File: src/rtl/hw_indicator_sched.sv
// ---------------------------------------------------------------------------
// hw_indicator_sched
//
// Lets several hardware status sources share one board LED. When no source
// is requesting, the LED shows a heartbeat that toggles every HB_MS ticks.
// When a source requests, the LED is granted to the lowest requesting index k.
// It then plays a blink code of k+1 pulses (ON_MS lit, OFF_MS dark between
// pulses), followed by a GAP_MS dark gap, before arbitrating again.
//
// Optional feature (macro HW_INDICATOR_PREEMPT_EN):
//   When the macro is defined, a request from an index lower than the current
//   owner aborts the pattern during ON/OFF. The pattern drops straight into
//   the gap and no completion pulse is produced.
//   When the macro is undefined, every granted pattern runs to completion.
//
// Parameters:
//   FREQ, TICK_HZ : clock and timebase rates; FREQ/TICK_HZ must be >= 2
//   NREQ          : number of requesters, 1..8
//   ON_MS, OFF_MS, GAP_MS, HB_MS : phase lengths in ticks, each >= 1
//
// Ports:
//   iCLK    in   clock
//   iRST_n  in   asynchronous active-low reset
//   iREQ    in   [NREQ] level requests (same clock domain), sampled in IDLE
//   oLED    out  registered LED drive, 1 = lit
//   oGRANT  out  [NREQ] one-hot current owner, 0 in IDLE
//   oDONE   out  [NREQ] one-cycle one-hot pulse when a pattern completes
//   oBUSY   out  high whenever the scheduler is not idle
// ---------------------------------------------------------------------------
module hw_indicator_sched #(
  parameter int FREQ    = 125000000,
  parameter int TICK_HZ = 1000,
  parameter int NREQ    = 4,
  parameter int ON_MS   = 200,
  parameter int OFF_MS  = 300,
  parameter int GAP_MS  = 1500,
  parameter int HB_MS   = 500
) (
  input  logic            iCLK,
  input  logic            iRST_n,
  input  logic [NREQ-1:0] iREQ,
  output logic            oLED,
  output logic [NREQ-1:0] oGRANT,
  output logic [NREQ-1:0] oDONE,
  output logic            oBUSY
);

  localparam int TICK_DIV = FREQ / TICK_HZ;
  localparam int IW       = (NREQ > 1) ? $clog2(NREQ) : 1;

  // Terminal values: a phase of X ticks ends on the tick where tick_cnt == X-1.
  localparam logic [31:0] DIV_LAST = 32'(TICK_DIV - 1);
  localparam logic [31:0] ON_LAST  = 32'(ON_MS - 1);
  localparam logic [31:0] OFF_LAST = 32'(OFF_MS - 1);
  localparam logic [31:0] GAP_LAST = 32'(GAP_MS - 1);
  localparam logic [31:0] HB_LAST  = 32'(HB_MS - 1);

  localparam logic [NREQ-1:0] GRANT_ONE = NREQ'(1);

  typedef enum logic [1:0] {
    ST_IDLE = 2'd0,
    ST_ON   = 2'd1,
    ST_OFF  = 2'd2,
    ST_GAP  = 2'd3
  } state_t;

  state_t            state_r;
  logic [31:0]       presc_r;
  logic [31:0]       tick_cnt_r;
  logic [31:0]       blink_r;
  logic              led_r;
  logic [NREQ-1:0]   grant_r;
  logic [NREQ-1:0]   done_r;
  logic              busy_r;

  logic              tick_s;
  logic              req_any_s;
  logic [IW-1:0]     req_idx_s;
  logic              preempt_s;

  // Lowest set request index; index 0 has the highest priority.
  function automatic logic [IW-1:0] lowest_idx(input logic [NREQ-1:0] req);
    logic [IW-1:0] idx;
    idx = '0;
    for (int i = NREQ - 1; i >= 0; i--) begin
      if (req[i]) begin
        idx = IW'(i);
      end
    end
    return idx;
  endfunction

  assign tick_s    = (presc_r == DIV_LAST);
  assign req_any_s = |iREQ;
  assign req_idx_s = lowest_idx(iREQ);

`ifdef HW_INDICATOR_PREEMPT_EN
  // grant_r is one-hot, so grant_r - 1 masks exactly the indices below the owner.
  assign preempt_s = |(iREQ & (grant_r - GRANT_ONE));
`else
  assign preempt_s = 1'b0;
`endif

  // Scheduler FSM with timebase and registered outputs.
  always_ff @(posedge iCLK or negedge iRST_n) begin
    if (!iRST_n) begin
      state_r    <= ST_IDLE;
      presc_r    <= 32'd0;
      tick_cnt_r <= 32'd0;
      blink_r    <= 32'd0;
      led_r      <= 1'b1;
      grant_r    <= '0;
      done_r     <= '0;
      busy_r     <= 1'b0;
    end else begin
      done_r <= '0;

      // Free-running timebase; phase changes below override it with a restart.
      if (tick_s) begin
        presc_r    <= 32'd0;
        tick_cnt_r <= tick_cnt_r + 32'd1;
      end else begin
        presc_r    <= presc_r + 32'd1;
      end

      case (state_r)
        ST_IDLE: begin
          if (req_any_s) begin
            // Arbitration ignores the heartbeat phase entirely.
            state_r    <= ST_ON;
            grant_r    <= GRANT_ONE << req_idx_s;
            blink_r    <= 32'(req_idx_s) + 32'd1;
            led_r      <= 1'b1;
            busy_r     <= 1'b1;
            presc_r    <= 32'd0;
            tick_cnt_r <= 32'd0;
          end else if (tick_s && (tick_cnt_r == HB_LAST)) begin
            led_r      <= ~led_r;
            presc_r    <= 32'd0;
            tick_cnt_r <= 32'd0;
          end else begin
            state_r    <= ST_IDLE;
          end
        end

        ST_ON: begin
          if (preempt_s) begin
            state_r    <= ST_GAP;
            led_r      <= 1'b0;
            grant_r    <= '0;
            presc_r    <= 32'd0;
            tick_cnt_r <= 32'd0;
          end else if (tick_s && (tick_cnt_r == ON_LAST)) begin
            led_r      <= 1'b0;
            presc_r    <= 32'd0;
            tick_cnt_r <= 32'd0;
            if (blink_r == 32'd1) begin
              state_r <= ST_GAP;
            end else begin
              state_r <= ST_OFF;
              blink_r <= blink_r - 32'd1;
            end
          end else begin
            state_r    <= ST_ON;
          end
        end

        ST_OFF: begin
          if (preempt_s) begin
            state_r    <= ST_GAP;
            led_r      <= 1'b0;
            grant_r    <= '0;
            presc_r    <= 32'd0;
            tick_cnt_r <= 32'd0;
          end else if (tick_s && (tick_cnt_r == OFF_LAST)) begin
            state_r    <= ST_ON;
            led_r      <= 1'b1;
            presc_r    <= 32'd0;
            tick_cnt_r <= 32'd0;
          end else begin
            state_r    <= ST_OFF;
          end
        end

        ST_GAP: begin
          if (tick_s && (tick_cnt_r == GAP_LAST)) begin
            // A preempted pattern already cleared grant_r, so it reports no completion.
            state_r    <= ST_IDLE;
            done_r     <= grant_r;
            grant_r    <= '0;
            led_r      <= 1'b1;
            busy_r     <= 1'b0;
            presc_r    <= 32'd0;
            tick_cnt_r <= 32'd0;
          end else begin
            state_r    <= ST_GAP;
          end
        end

        default: begin
          state_r    <= ST_IDLE;
          grant_r    <= '0;
          led_r      <= 1'b1;
          busy_r     <= 1'b0;
          presc_r    <= 32'd0;
          tick_cnt_r <= 32'd0;
        end
      endcase
    end
  end

  assign oLED   = led_r;
  assign oGRANT = grant_r;
  assign oDONE  = done_r;
  assign oBUSY  = busy_r;

endmodule

File: config.mk
export PLATFORM = sky130hd
export DESIGN_NAME = hw_indicator_sched
export DESIGN_NICKNAME = d
export VERILOG_FILES = /design/src/rtl/hw_indicator_sched.sv
export SDC_FILE = /design/constraint.sdc
export NUM_CORES = 1
export LEC_CHECK = 0
export BUFFER_PORTS_ARGS = -buffer_cell sky130_fd_sc_hd__buf_4
export CAP_MARGIN = 10
export CORE_ASPECT_RATIO = 0.9
export CORE_MARGIN = 5
export CORE_UTILIZATION = 56
export CTS_CLUSTER_DIAMETER = 50
export CTS_CLUSTER_SIZE = 25
export DETAILED_ROUTE_END_ITERATION = 8
export GPL_TIMING_DRIVEN = 0
export PLACE_DENSITY_LB_ADDON = 0.3
export SYNTH_ARGS = -nofsm -noshare
export SYNTH_HDL_FRONTEND = slang
export SYNTH_SLANG_ARGS = --single-unit
export TNS_END_PERCENT = 20
File: constraint.sdc
create_clock -name iCLK -period 2.6 [get_ports iCLK]
set_input_delay 0 -clock iCLK [delete_from_list [all_inputs] [get_ports iCLK]]
set_output_delay 0 -clock iCLK [all_outputs]
set_load 0.05 [all_outputs]
==> run summary, run 1 <==
P_leak = 3.056 nW
dpl cells = 759
RSZ-0062 raised after global routing = true
crit start category = flop
Layout area overhead = 19.80%
most frequent cell after synthesis = nor2_1
r2r endpoint = blink_r[9]
Num CTS Buffers = 9
buffers added on ports = 15
Reg2Reg Setup Slack = -300 ps
Root Buffer = clkbuf_16
clock buffer depth = 2
drt wl/cell = 16.61 um
Synth async-reset ratio = 100.0%
pre-CTS WS = -737.8 ps
GPL Wtd Cong = 0.8319
largest area contributor in the synthesized netlist = dfrtp_1
post-synthesis register bit count = 108
htree depth = 3
Hold Crit Class = in -> reg
largest net degree at the start of global routing = 58
met1 WL = 5.664 mm
Final Worst Setup Slack = -295.4 ps
critical path fanouts, max = 5
Post-synth EDFFs = 0
Antenna Cells = 0
max_cap viols = 0
DR vias = 4877
Period Utilization, post-route = 111.4%
WP data required = 2870 ps
NumNets Final = 688
first-pass GRT wire length = 22.11 mm
Pins Over Slew Limit = 0
Hold Fails Final Rpt = 0
final WL = 13.34 mm
Syn Area/Cell = 9.198 um2
Peak Freq = 0.3454 GHz
non-filler cells, final = 803
vias in the first global route = 4847
metal2 WL = 6.632 mm
clk_lat worst skew = 350 ps
CTS Sinks = 108
Rel. slew slack = 47.61%
initial antenna violation count = 0
post-route ant nets = 0
core area = 0.009784 mm2
arrival time worst endpoint = 3170 ps
final setup violating endpoints = 66
IO Count = 16
CTS clk-pin slew, worst paths = 70 ps
share of cells above drive strength 1 = 17.58%
synthesis warning total = 0
distinct cell type count after synthesis = 49
Cell Rows = 34
synth cell count leaders = nor2_1 (119), dfrtp_1 (107), xor2_1 (51)
initial drt markers = 443
status = complete, but fails checks
Synth Flop Type = dfrtp_1
WHS = 7.284 ps
min Tclk post-route = 2895 ps
first drt pass iteration count = 7
# DRC = 0
Setup crit end = blink_r[9]
Initial Util = 58.01%
Total Routing Usage GR = 21.96%
HPWL after DPL = 8.460 mm
top cell type's share of synthesized area = 47.18%
grt total ovfl = 0
Post-Syn Instances = 617
Die Y-Extent = 105.5 um
worst slew pin tran = 779.9 ps
Area contributors post-synth = dfrtp_1 (47%), nor2_1 (7.9%), xor2_1 (7.9%)
Synth Cell Area = 0.005675 mm2
die area = 0.01225 mm2
syn_nets = 631
CTS tree = done
Clock Skew = 10.30 ps
Top Layer Used = met4
CP endpoint kind = flop
WS Path Type = reg -> reg
Setup crit start = presc_r[1]
die width = 116.1 um
worst r2r src = presc_r[1]
via density per instance = 6.073
met3 routed wirelength = 819 um
cell area power density = 446.2 mW/mm2
R2R depth = 10
register area share after synthesis = 47.64%
failing checks = setup timing
Max IR drop VDD = 0.0003790 V
==> routing by layer <==
layer  vias to the layer above  GRT usage (%)
li1                       2254              -
met1                      2402          28.50
met2                       190          36.57
met3                        31          5.100
met4                         0          6.711
met5                         -              0
==> sequential cells by signal, indices dropped and copies added, names as in the netlist <==
signal,cells
blink_r,32
presc_r,32
tick_cnt_r,32
oDONE,4
oGRANT,4
state_r,2
oBUSY,1
oLED,1
==> cells by family (layout without fill, tap and decap cells) <==
kind of cell               Yosys count  in the layout  synth area share, %
adders and majority gates            8              8                1.764
DFF                                108            108                47.64
AOI/OAI and AO/OA                   49             49                5.688
muxes                                5              5               0.9039
and+or+nand+nor                    326            326                28.90
buffers and inverters               42            102                2.910
xor gates and xnor gates            79             79                12.19
==> stage by stage <==
step           utilization (%)  total power, mW  TNS [ps]  cell area [um2]
2_1_floorplan                -            1.745     -1385             5683
3_3_place_gp             60.84            1.792    -35650             5953
3_5_place_dp             61.13            1.799    -39530             5981
4_1_cts                  66.83            3.051    -12210             6539
5_1_grt                  69.49            3.130    -21280             6799
6_report                 69.49            3.034    -12550             6799
==> power by group <==
part | leakage (nW) | switching [mW] | internal, mW
sequential | 1.32 | 0.00240 | 1.68
combinational | 1.61 | 0.0617 | 0.0276
clock | 0.122 | 0.597 | 0.664
total | 3.06 | 0.661 | 2.37
==> layout make-up <==
| class | count | area [um2] |
|---|---|---|
| plain buffers | 20 | 135.1 |
| clock buffers | 10 | 239.0 |
| clock inverters | 4 | 27.53 |
| fillers | 707 | 2985 |
| inverters | 20 | 75.07 |
| multi-input cells | 467 | 3055 |
| flip-flops and latches | 108 | 2708 |
| well taps | 126 | 157.7 |
| repair buffers | 48 | 401.6 |
==> worst min path at each step <==
| stage | start | endpoint | slack, ps | depth (start not counted) |
|---|---|---|---|---|
| after floorplan | iRST_n | blink_r[0] | -300 | 0 |
| after global placement | iREQ[1] | oGRANT[1] | 300 | 3 |
| after detailed placement | iRST_n | tick_cnt_r[16] | 110 | 1 |
| after CTS | iREQ[0] | oGRANT[3] | 3 | 4 |
| after global routing | iREQ[0] | oGRANT[2] | 20 | 4 |
| final | iREQ[0] | oGRANT[3] | 7 | 4 |
==> timing repair <==
action | 4_1_cts | 5_1_grt
endpoints found under the setup margin | 76 | 102
gates resized for setup | 32 | 49
hold endpoints to repair | 58 | 0
hold buffers | 4 | 0
pin swaps | 13 | 23
setup buffers | 16 | 10
gates cloned | 0 | 2
==> placed cells by master, fill, tap and decap left out, types with 5 or more instances in the layout <==
| master | n |
|---|---|
| a21oi_1 | 9 |
| and3_1 | 12 |
| and4_1 | 5 |
| buf_4 | 40 |
| buf_6 | 7 |
| clkbuf_1 | 11 |
| clkbuf_16 | 9 |
| dfrtp_1 | 104 |
| ha_1 | 6 |
| inv_1 | 20 |
| nand2_1 | 42 |
| nand3_1 | 38 |
| nand4_1 | 25 |
| nor2_1 | 104 |
| nor2_2 | 11 |
| nor3_1 | 18 |
| nor4_1 | 13 |
| o21ai_0 | 14 |
| or3_1 | 11 |
| xnor2_1 | 28 |
| xor2_1 | 51 |
==> worst max-delay path: stages, from the launching register on <==
cell	delay, ps
dfrtp_1	400
ha_4	150
nor4b_4	190
nand4_1	260
or3_1	400
buf_6	140
o41ai_4	390
buf_4	180
nand4_1	90
or4_1	460
a21oi_2	170
No activity file was read; power rests on OpenSTA's default activity.
==> run 2: changes to the inputs <==
- PLACE_DENSITY_LB_ADDON: 0.3 -> 0.12
==> run 2 against run 1 <==
Net effect:
- the run still ends with setup timing left
- sequential share of layout area is 1.7 points lower
- critical path type unchanged
- register-to-register slack worse by 60 ps
- global-route usage is 0.17 points higher
- die area stayed put
- maximum frequency is 2.0% lower
- utilization is 3.1 points higher
- flip-flop and latch count stayed put
- combinational power is 7.1% higher
- highest routed layer unchanged
==> run summary, run 2 (synthesized netlist as in run 1, its figures left out) <==
# DRC = 0
cell area power density = 454.1 mW/mm2
Peak Freq = 0.3383 GHz
WS Path Type = reg -> reg
P_leak = 3.209 nW
Post-Layout Inst Area = 0.007102 mm2
max_cap viols = 0
core area = 0.009784 mm2
share of cells above drive strength 1 = 19.54%
CTS tree = done
commonest non-fill, non-tap cell in the layout = nor2_1
Tot Pwr = 3.225 mW
IO Count = 16
final WL = 13.81 mm
placed inst area = 0.005981 mm2
Hold Crit Class = in -> reg
CTS Sinks = 108
first drt pass iteration count = 5
CP Cell Sequence = ha_4 -> or4b_4 -> or4_4 -> o41ai_4 -> nand4_1 -> nor4_2 -> mux2_2
vias in the first global route = 4668
non-filler cells, final = 822
Num CTS Buffers = 9
die area = 0.01225 mm2
Crit path largest cell delay = 460 ps
critical path fanouts, max = 4
Final Worst Setup Slack = -355.6 ps
RSZ-0062 raised after global routing = true
status = complete, but fails checks
HPWL after DPL = 8.422 mm
CTS clk-pin slew, worst paths = 70 ps
min Tclk post-route = 2956 ps
Pins Over Slew Limit = 0
post-route ant nets = 0
Hold Fails Final Rpt = 0
via density per instance = 5.926
htree depth = 3
failing checks = setup timing
largest net degree at the start of global routing = 58
crit start category = flop
initial drt markers = 453
Rel. slew slack = 54.45%
grt total ovfl = 0
first-pass GRT wire length = 22.01 mm
Cell Rows = 34
Bufs and invs on worst path = 0
die width = 116.1 um
dpl cells = 759
CP endpoint kind = flop
drt wl/cell = 16.80 um
clk_lat worst skew = 350 ps
Max IR drop VDD = 0.0004132 V
Total Routing Usage GR = 22.14%
Clock Skew = 8.431 ps
WP data required = 2830 ps
Antenna Cells = 0
Initial Util = 58.01%
arrival time worst endpoint = 3180 ps
buffers added on ports = 15
final setup violating endpoints = 64
Layout area overhead = 25.13%
initial antenna violation count = 0
leading cell types in the layout, fill and taps excluded = nor2_1 (117), dfrtp_1 (104), buf_4 (55)
worst slew pin tran = 683.2 ps
Die Y-Extent = 105.5 um
Util after Layout = 72.58%
NumNets Final = 707
GPL Wtd Cong = 0.8406
clock buffer depth = 2
Period Utilization, post-route = 113.7%
Crit path max-delay family = simple AND/OR/NAND/NOR gates
leading registers by flop count = blink_r (32), presc_r (32), tick_cnt_r (32)
Slowest-stage cell, CP = or4b_4
Fill cells = 679
DR vias = 4871
Root Buffer = clkbuf_16
[run 2: changes by cell type in the layout (fill, tap and decap cells not counted), moves of 3 or more]
cell,delta
buf_4,+15
nor2_1,+13
nor2_2,-10
nand3_1,-5
nor4_1,-5
clkinvlp_4,-3
nand3_2,+3
nor2_4,-3
nor4_2,+3
[run 2: metal layers]
metal	global-route usage [%]	wire length, um	up-vias
met5	0	0	-
met4	6.711	227	0
met3	4.585	707	22
met2	35.46	6614	146
met1	30.36	6260	2414
li1	-	-	2289
[run 2: timing repair]
| item | CTS | global route |
|---|---|---|
| pin swaps | 14 | 13 |
| hold endpoints to repair | 53 | 0 |
| resized for setup | 49 | 37 |
| gates cloned | 2 | 1 |
| hold buffers | 4 | 0 |
| buffers inserted | 22 | 21 |
| setup endpoints to repair | 76 | 94 |
[run 2: final timing paths]
check	startpoint	endpoint	slack (ps)	cells after the start
max in group asynchronous	iRST_n	oLED	1640	3
min in group asynchronous	iRST_n	tick_cnt_r[16]	220	2
worst max-delay path	tick_cnt_r[0]	blink_r[27]	-360	7
worst min register to register	oGRANT[0]	oGRANT[0]	520	2
worst min-delay path	iREQ[3]	oGRANT[0]	20	4
worst max register to register	tick_cnt_r[0]	blink_r[27]	-360	7
[run 2: power by group]
part	leakage (nW)	switching (mW)	internal, mW
logic	1.74	0.0646	0.0310
registers	1.32	0.00237	1.68
clock network	0.149	0.584	0.861
[run 2: through the flow]
step / hold slack, ps / TNS (ps) / worst slack (ps)
3_3_place_gp: 289.7 / -36150 / -679.6
3_5_place_dp: 76.55 / -39040 / -751.0
2_1_floorplan: -295.6 / -1385 / -148.5
5_1_grt: 59.99 / -20500 / -469.6
4_1_cts: 12.36 / -4715 / -290.2
6_report: 19.04 / -14630 / -355.6
[run 2: area by class of cell]
| cell class | count | area [um2] | area share [%] |
|---|---|---|---|
| sequential | 108 | 2708 | 38.13 |
| clock buffer | 12 | 246.5 | 3.471 |
| clock inverter | 2 | 60.06 | 0.8457 |
| buffer | 21 | 152.6 | 2.149 |
| timing repair buffer | 66 | 598.1 | 8.421 |
| multi-input combinational | 467 | 3104 | 43.71 |
| inverter | 20 | 75.07 | 1.057 |
| tap | 126 | 157.7 | 2.220 |
[run 2: worst min-delay path, cell delays in order]
cell	delay (ps)
buf_4	90
nor3_1	40
o21ai_0	120
o21ai_0	70
==> run 3: changes to the inputs <==
- CORE_UTILIZATION: 56 -> 58
- CTS_BUF_LIST: default -> sky130_fd_sc_hd__clkbuf_2
==> run 3 against run 2 <==
Net effect:
- the flow still finishes with violations (setup timing)
- non-clock buffer count up 16
- register-to-register slack better by 60 ps
- global-route usage up 0.72 points
- sequential power about the same
- largest cell class unchanged
==> run summary, run 3 (synthesized netlist as in run 1, its figures left out) <==
Initial Util = 59.03%
Hold Crit Class = in -> reg
grt total ovfl = 0
P_leak = 3.278 nW
CTS tree = done
max_cap viols = 0
Antenna Cells = 0
clk_lat worst skew = 640 ps
CP endpoint kind = flop
htree depth = 3
Peak Freq = 0.3452 GHz
first-pass GRT wire length = 22.17 mm
via density per instance = 5.920
Root Buffer = clkbuf_2
GPL Wtd Cong = 0.8228
die width = 114.3 um
status = complete, but fails checks
Layout area overhead = 27.65%
largest net degree at the start of global routing = 68
vias in the first global route = 4703
worst r2r src = presc_r[8]
failing checks = setup timing
Rel. slew slack = 39.58%
RSZ-0062 raised after global routing = true
Setup crit start = presc_r[8]
crit start category = flop
IO Count = 16
DR vias = 4973
Num CTS Buffers = 9
Tot Pwr = 2.697 mW
leading cell types in the layout, fill and taps excluded = nor2_1 (106), dfrtp_1 (98), buf_4 (64)
cell area power density = 372.3 mW/mm2
metal2 WL = 6.812 mm
CTS clk-pin slew, worst paths = 310 ps
min Tclk post-route = 2897 ps
non-filler cells, final = 840
dpl cells = 759
r2r endpoint = blink_r[19]
Die Y-Extent = 103.8 um
Total Routing Usage GR = 22.86%
post-route ant nets = 0
WS Path Type = reg -> reg
Pins Over Slew Limit = 0
worst slew pin tran = 899.4 ps
final setup violating endpoints = 58
final WL = 14.14 mm
R2R depth = 9
core area = 0.009614 mm2
NumNets Final = 723
arrival time worst endpoint = 3460 ps
first drt pass iteration count = 5
buffers added on ports = 15
initial antenna violation count = 0
CTS Sinks = 108
Top Layer Used = met4
Max IR drop VDD = 0.0003114 V
HPWL after DPL = 8.391 mm
Period Utilization, post-route = 111.4%
Hold Fails Final Rpt = 0
WP data required = 3160 ps
Final Worst Setup Slack = -296.6 ps
Fill cells = 649
# DRC = 0
die area = 0.01187 mm2
met1 WL = 6.251 mm
Reg2Reg Setup Slack = -300 ps
Setup crit end = blink_r[19]
leading registers by flop count = blink_r (32), presc_r (32), tick_cnt_r (32)
clock buffer depth = 2
critical path fanouts, max = 5
share of cells above drive strength 1 = 24.37%
initial drt markers = 377
met3 routed wirelength = 760 um
Cell Rows = 34
Clock Skew = 47.74 ps
commonest non-fill, non-tap cell in the layout = nor2_1
drt wl/cell = 16.84 um
==> run 3: cell types whose count changed in the layout (fill, tap and decap cells not counted), sizes merged <==
cell / previous run / this run
dlygate4sd3: 4 / 9
clkbuf: 26 / 22
inv: 20 / 21
clkinvlp: 0 / 1
clkinv: 0 / 3
buf: 69 / 81
==> run 3: report_power, final <==
part / leakage, nW / internal, mW / switching, mW
clock network: 0.0825 / 0.323 / 0.579
registers: 1.32 / 1.69 / 0.00211
logic: 1.88 / 0.0374 / 0.0678
total: 3.28 / 2.05 / 0.648
==> run 3: layer usage <==
metal | vias up | track usage, %
met4 | 0 | 7.718
li1 | 2325 | -
met3 | 31 | 4.548
met5 | - | 0
met1 | 2467 | 31.91
met2 | 150 | 35.70
==> run 3: layout make-up <==
| cell class | instances | area, um2 | area share (%) |
|---|---|---|---|
| multi-input cells | 467 | 3222 | 44.47 |
| flip-flops and latches | 108 | 2715 | 37.48 |
| repair buffers | 82 | 760.7 | 10.50 |
| plain buffers | 21 | 170.2 | 2.349 |
| well taps | 126 | 157.7 | 2.176 |
| clock inverters | 7 | 98.84 | 1.364 |
| inverters | 20 | 75.07 | 1.036 |
| clock buffers | 9 | 45.04 | 0.6218 |
==> run 3: worst min-delay path by stage <==
stage             from             end  slack [ps]  depth (start not counted)
3_5_place_dp    iRST_n  tick_cnt_r[16]          30                          1
3_3_place_gp   iREQ[1]       oGRANT[1]         300                          3
5_1_grt        iREQ[0]       oGRANT[0]         310                          4
2_1_floorplan   iRST_n      blink_r[0]        -300                          0
4_1_cts        iREQ[3]       oGRANT[0]         260                          5
6_report       iREQ[0]      blink_r[1]         300                          6
==> run 3: worst max-delay path: stages, from the launching register on <==
cell	delay, ps
dfrtp_1	470
nor4b_2	330
nand4_1	190
or3_1	370
buf_6	150
o41ai_4	410
nand4_1	270
buf_4	230
or3_4	320
a21oi_2	120
==> run 3: repair_timing <==
action | 4_1_cts | 5_1_grt
setup endpoints to repair | 77 | 101
buffers inserted | 28 | 24
gates resized for setup | 63 | 63
hold buffers | 10 | 0
gates cloned | 2 | 2
pin swaps | 29 | 21
hold endpoints to repair | 117 | 0
==> run 3: through the flow <==
stage	area, um2	TNS (ps)	utilization [%]	hold slack (ps)	worst slack, ps
2_1_floorplan	5683	-1385	-	-295.6	-148.5
3_3_place_gp	5953	-36740	61.92	297.5	-683.0
3_5_place_dp	5981	-39840	62.21	28.80	-755.8
4_1_cts	6768	-7154	70.39	257.9	-355.1
5_1_grt	7244	-14460	75.35	305.6	-416.5
6_report	7244	-5968	75.35	303.3	-296.6
